===== src/rtl/i4003_loader.sv =====
// Serial loader for a chain of i4003 shift registers: shifts a parallel word out on
// cp/sr_data with MCS-4-legal pulse widths and captures the chain's previous contents.
module i4003_loader #(
    parameter int unsigned SYSCLK_TCY         = 20,
    parameter int unsigned CHAIN              = 1,
    parameter int unsigned CP_HIGH_NS         = 500,
    parameter int unsigned CP_LOW_NS          = 500,
    parameter int unsigned BLANK_DURING_SHIFT = 1
) (
    input  logic                  sysclk,
    input  logic                  sysreset_n,
    input  logic [10*CHAIN-1:0]   load_data,
    input  logic                  load_valid,
    output logic                  load_ready,
    input  logic                  enable_req,
    output logic [10*CHAIN-1:0]   rd_data,
    output logic                  done,
    output logic                  cp,
    output logic                  sr_data,
    input  logic                  sr_serial_out,
    output logic                  enable
);

    localparam int unsigned W      = 10 * CHAIN;
    localparam int unsigned HI_CY  = (CP_HIGH_NS + SYSCLK_TCY - 1) / SYSCLK_TCY;
    localparam int unsigned LO_CY  = (CP_LOW_NS + SYSCLK_TCY - 1) / SYSCLK_TCY;
    localparam int unsigned MAX_CY = (HI_CY > LO_CY) ? HI_CY : LO_CY;
    localparam int unsigned PH_W   = (MAX_CY > 1) ? $clog2(MAX_CY) : 1;
    localparam int unsigned BC_W   = $clog2(W);
    localparam logic        BLANK  = (BLANK_DURING_SHIFT != 0);

    // cp phases must cover the i4003 latch delay with margin
    generate
        if ((HI_CY * SYSCLK_TCY < 300) || (LO_CY * SYSCLK_TCY < 300)) begin : g_bad_timing
            $error("i4003_loader: cp high/low phase shorter than 300 ns");
        end
    endgenerate

    typedef enum logic [1:0] {IDLE, LOW, HIGH, TAIL} state_t;

    state_t            state_q, state_d;
    logic [PH_W-1:0]   phase_q, phase_d;
    logic [BC_W-1:0]   bit_q, bit_d;
    logic [W-1:0]      tx_q, tx_d;
    logic [W-1:0]      rx_q, rx_d;
    logic [W-1:0]      rd_data_q, rd_data_d;
    logic              done_q, done_d;
    logic              cp_q, cp_d;
    logic              sr_data_q, sr_data_d;
    logic              enable_q, enable_d;
    logic              load_ready_q, load_ready_d;

    always_ff @(posedge sysclk) begin
        if (!sysreset_n) begin
            state_q      <= IDLE;
            phase_q      <= '0;
            bit_q        <= '0;
            tx_q         <= '0;
            rx_q         <= '0;
            rd_data_q    <= '0;
            done_q       <= 1'b0;
            cp_q         <= 1'b0;
            sr_data_q    <= 1'b0;
            enable_q     <= 1'b0;
            load_ready_q <= 1'b1;
        end else begin
            state_q      <= state_d;
            phase_q      <= phase_d;
            bit_q        <= bit_d;
            tx_q         <= tx_d;
            rx_q         <= rx_d;
            rd_data_q    <= rd_data_d;
            done_q       <= done_d;
            cp_q         <= cp_d;
            sr_data_q    <= sr_data_d;
            enable_q     <= enable_d;
            load_ready_q <= load_ready_d;
        end
    end

    always_comb begin
        state_d   = state_q;
        phase_d   = phase_q;
        bit_d     = bit_q;
        tx_d      = tx_q;
        rx_d      = rx_q;
        rd_data_d = rd_data_q;
        done_d    = 1'b0;

        case (state_q)
            IDLE: begin
                if (load_valid && load_ready_q) begin
                    tx_d    = load_data;
                    bit_d   = '0;
                    phase_d = '0;
                    state_d = LOW;
                end
            end
            LOW: begin
                if (phase_q == PH_W'(LO_CY - 1)) begin
                    // sample the far device's bit 9 before cp rises
                    rx_d    = {rx_q[W-2:0], sr_serial_out};
                    phase_d = '0;
                    state_d = HIGH;
                end else begin
                    phase_d = phase_q + PH_W'(1);
                end
            end
            HIGH: begin
                if (phase_q == PH_W'(HI_CY - 1)) begin
                    tx_d    = {tx_q[W-2:0], 1'b0};
                    bit_d   = bit_q + BC_W'(1);
                    phase_d = '0;
                    state_d = (bit_q == BC_W'(W - 1)) ? TAIL : LOW;
                end else begin
                    phase_d = phase_q + PH_W'(1);
                end
            end
            TAIL: begin
                if (phase_q == PH_W'(LO_CY - 1)) begin
                    rd_data_d = rx_q;
                    done_d    = 1'b1;
                    phase_d   = '0;
                    state_d   = IDLE;
                end else begin
                    phase_d = phase_q + PH_W'(1);
                end
            end
            default: state_d = IDLE;
        endcase

        // outputs follow the next state so they line up with the state register
        cp_d         = (state_d == HIGH);
        sr_data_d    = (state_d == LOW) ? tx_d[W-1] : sr_data_q;
        load_ready_d = (state_d == IDLE);
        enable_d     = enable_req & ~(BLANK & ((state_q != IDLE) | (state_d != IDLE)));
    end

    assign load_ready = load_ready_q;
    assign rd_data    = rd_data_q;
    assign done       = done_q;
    assign cp         = cp_q;
    assign sr_data    = sr_data_q;
    assign enable     = enable_q;

endmodule


===== config.mk =====
export PLATFORM = sky130hd
export DESIGN_NAME = i4003_loader
export DESIGN_NICKNAME = d
export VERILOG_FILES = /design/src/rtl/i4003_loader.sv
export SDC_FILE = /design/constraint.sdc
export NUM_CORES = 1
export LEC_CHECK = 0
export CELL_PAD_IN_SITES_DETAIL_PLACEMENT = 1
export CELL_PAD_IN_SITES_GLOBAL_PLACEMENT = 1
export CORE_MARGIN = 10
export CORE_UTILIZATION = 36
export DETAILED_ROUTE_END_ITERATION = 8
export PLACE_DENSITY_LB_ADDON = 0.1
export SLEW_MARGIN = 25
export SYNTH_ARGS = -nofsm -noshare
export SYNTH_HDL_FRONTEND = slang
export SYNTH_SLANG_ARGS = --single-unit

===== constraint.sdc =====
create_clock -name sysclk -period 1.5 [get_ports sysclk]
set_clock_uncertainty 0.05 [all_clocks]
set_input_delay 0.3 -clock sysclk [delete_from_list [all_inputs] [get_ports sysclk]]
set_output_delay 0.3 -clock sysclk [all_outputs]
set_load 0.02 [all_outputs]

==> impl_metrics.yaml <==
sta:
  finalCritPeriodShare_pct: 105.0
  rsz0062_at_grt: "yes"
  whs_ps: 406.6
  setup_violations: 14
  fin_crit_ps: 1574
  fmax_mhz: 635.2
  setup_ws_ps: -74.26
  hold_viol_final: 0
  relSlewSlack_pct: 73.85
  tightest_slew_ps: 387.1
  maxSlewViolCount: 0
final_layout:
  n_fill_cell: 563
  instances_no_fill: 339
  drive_gt1_share_pct: 26.39
  diodes: 0
  postLayoutCellArea_mm2: 0.002769
  final_net_count: 287
  syn2layout_area_growth_pct: 41.59
  utilization_pct: 53.53
clock_network:
  clk_latency_ps: 290
  clock_tree.root_cell: "clkbuf_8"
  cts_buffer_depth: 2
  clock-sinks: 46
  h-tree-depth: 2
  path_clk_slew_ps: 80
  cts_hold_buf: 0
  cts_tree: "done"
  numCtsBuffers: 5
grt:
  antenna_found_initial: 0
  grt_max_degree: 26
  grt_overflow_total: 0
  grt_pass1_vias: 1871
  grt_pass1_wl_mm: 8.742
  grt_usage_pct: 12.24
placed_design:
  placed_cells: 323
  dp_hpwl_mm: 3.666
  routabilityCongestion: 0.7830
  dpl_cell_area_mm2: 0.002490
  port_buffers: 29
critical_path:
  crit_fanout: 6
  worst_setup_path_start_kind: "register"
  end_kind: "register"
  critPathKind: "reg2reg"
  required_ps: 1650
  worstPathArrival_ps: 1720
synthesis:
  yosysMostFrequentCell: "dfxtp_1"
  synth_mux_area_share_pct: 5.630
  synthSimpleGateAreaFrac_pct: 22.01
  synth_compound_area_share_pct: 17.72
  synth_nets: 232
  avgSynthCellArea_um2: 9.181
  synth_top_cells_by_count: "dfxtp_1 (46), nand2_1 (38), a21boi_0 (21)"
  synth_top_family_by_area: "simple AND/OR/NAND/NOR gates"
  synth_ff_type: "dfxtp_1"
  synth_area_leaders: "dfxtp_1 (47%), a21boi_0 (8.1%), nand2_1 (7.3%)"
  synth_top_area_share_pct: 47.09
  synth_area_mm2: 0.001956
  ys_seq_elements: 46
  synth_edf_count: 0
  netlist.top_cell.by_area: "dfxtp_1"
  async_reset_ff_share_pct: 0
  seq_area_frac_synth_pct: 47.09
  synth_xor_area_share_pct: 0.8957
  ys_warn_count: 0
  synthCells: 213
  synth.distinct_cells: 36
  synth-adder-area-share_pct: 2.559
floorplanning:
  die_h_um: 93.71
  die_x_um: 93.71
  initial_core_util_pct: 37.81
  core_area_mm2: 0.005172
  row_count: 26
  pin_count: 30
  die-area_mm2: 0.008781
route:
  routed_wl_mm: 5.355
  wire_per_inst_um: 15.80
  drtPass1Iterations: 6
  vias: 1699
  vias_per_cell: 5.012
  ant_nets: 0
  drc: 0
  drtIter0Drc: 47
power:
  power.leakage_nw: 1.052
  power.total_mw: 2.269
  ir_drop_uv: 392.3
  power_density_mw_per_mm2: 819.5
flow_run:
  cap_violations: 0
status:
  violations: "negative setup slack"
  status: "finished with violations"
worst_hold_path:
  holdCritPathClass: "reg2reg"
[through the flow]
step                TNS, ps  setup slack (ps)
finish               -627.1            -74.26
global route          -2256            -135.9
CTS                  -791.1            -69.56
detailed placement    -5527            -289.8
global placement      -4139            -261.9
floorplan                 0             11.85
[report_power, final]
part | leakage, nW | switching (mW) | total [mW] | internal (mW)
clock network | 0.0452 | 0.412 | 0.741 | 0.329
registers | 0.374 | 0.0206 | 1.27 | 1.25
logic | 0.632 | 0.123 | 0.258 | 0.135
total | 1.05 | 0.556 | 2.27 | 1.71
[placed cells by master, fill, tap and decap left out, types with 2 or more instances in the layout]
cell | netlist | final
dfxtp_1 | 46 | 42
nand2_1 | 38 | 28
a21boi_1 | 0 | 17
buf_4 | 1 | 16
dlygate4sd2_1 | 0 | 15
nor2b_1 | 14 | 14
clkdlybuf4s50_1 | 0 | 14
mux2i_1 | 11 | 11
buf_6 | 2 | 11
nor2_1 | 10 | 10
nand2_2 | 0 | 10
a22oi_1 | 8 | 7
nand3_1 | 5 | 5
clkbuf_8 | 0 | 5
o21ai_0 | 4 | 4
dfxtp_2 | 0 | 4
nor3_1 | 5 | 3
a21oi_2 | 0 | 3
ha_1 | 4 | 3
buf_12 | 0 | 3
inv_2 | 0 | 2
and2_1 | 2 | 2
a21boi_0 | 21 | 2
nand2b_1 | 2 | 2
a31oi_1 | 2 | 2
nor3_2 | 0 | 2
nand3_4 | 0 | 2
o21a_1 | 2 | 2
o211a_1 | 2 | 2
a21boi_2 | 0 | 2
nand3b_1 | 2 | 2
[sequential cells by signal, indices dropped and copies added (netlist names)]
name / cells
bit_q: 4
cp: 1
done: 1
enable: 1
load_ready: 1
phase_q: 5
rd_data: 10
rx_q: 10
sr_data: 1
state_q: 2
tx_q: 10
[worst max-delay path, stage by stage, from the launching register on]
cell and delay (ps):
dfxtp_2 340, inv_2 40, ha_4 150, and4b_4 230, buf_6 130, a21oi_4 150
buf_6 150, nor3_2 40, o21a_1 190
[area by class of cell]
cell class / count / area (um2) / share of cell area (%)
Multi-Input combinational cell: 153 / 1082 / 39.09
Sequential cell: 46 / 925.9 / 33.44
Timing Repair Buffer: 59 / 575.6 / 20.79
Tap cell: 70 / 87.58 / 3.163
Clock buffer: 6 / 72.57 / 2.621
Clock inverter: 2 / 13.76 / 0.4971
Inverter: 3 / 11.26 / 0.4067
[metal layers]
| metal | vias to the layer above | GRT usage [%] | wire length (um) |
|---|---|---|---|
| met1 | 821 | 13.22 | 2266 |
| met5 | - | 0 | 0 |
| met2 | 26 | 21.54 | 2757 |
| met3 | 9 | 3.917 | 228 |
| met4 | 0 | 4.937 | 102 |
| li1 | 843 | - | - |
[path summary, 6_finish.rpt]
| path | slack [ps] | endpoint | startpoint | cells after the start |
|---|---|---|---|---|
| worst max-delay path | -70 | bit_q[1] | phase_q[0] | 8 |
| worst min-delay path | 410 | rd_data[5] | rd_data[5] | 2 |
| worst max register to register | -70 | bit_q[1] | phase_q[0] | 8 |
| worst min register to register | 410 | rd_data[5] | rd_data[5] | 2 |
[logic make-up after synthesis]
group | after synthesis
AOI/OAI and AO/OA | 48
adders and majority gates | 4
and+or+nand+nor | 87
xor gates and xnor gates | 2
buffers and inverters | 15
muxes | 11
DFF | 46
[repair_timing]
action | 4_1_cts | 5_1_grt
endpoints found under the setup margin | 44 | 35
cloned | 3 | 0
setup buffers | 5 | 2
pin swaps | 10 | 21
gates resized for setup | 47 | 31
Power figures use the tool's default switching activity.
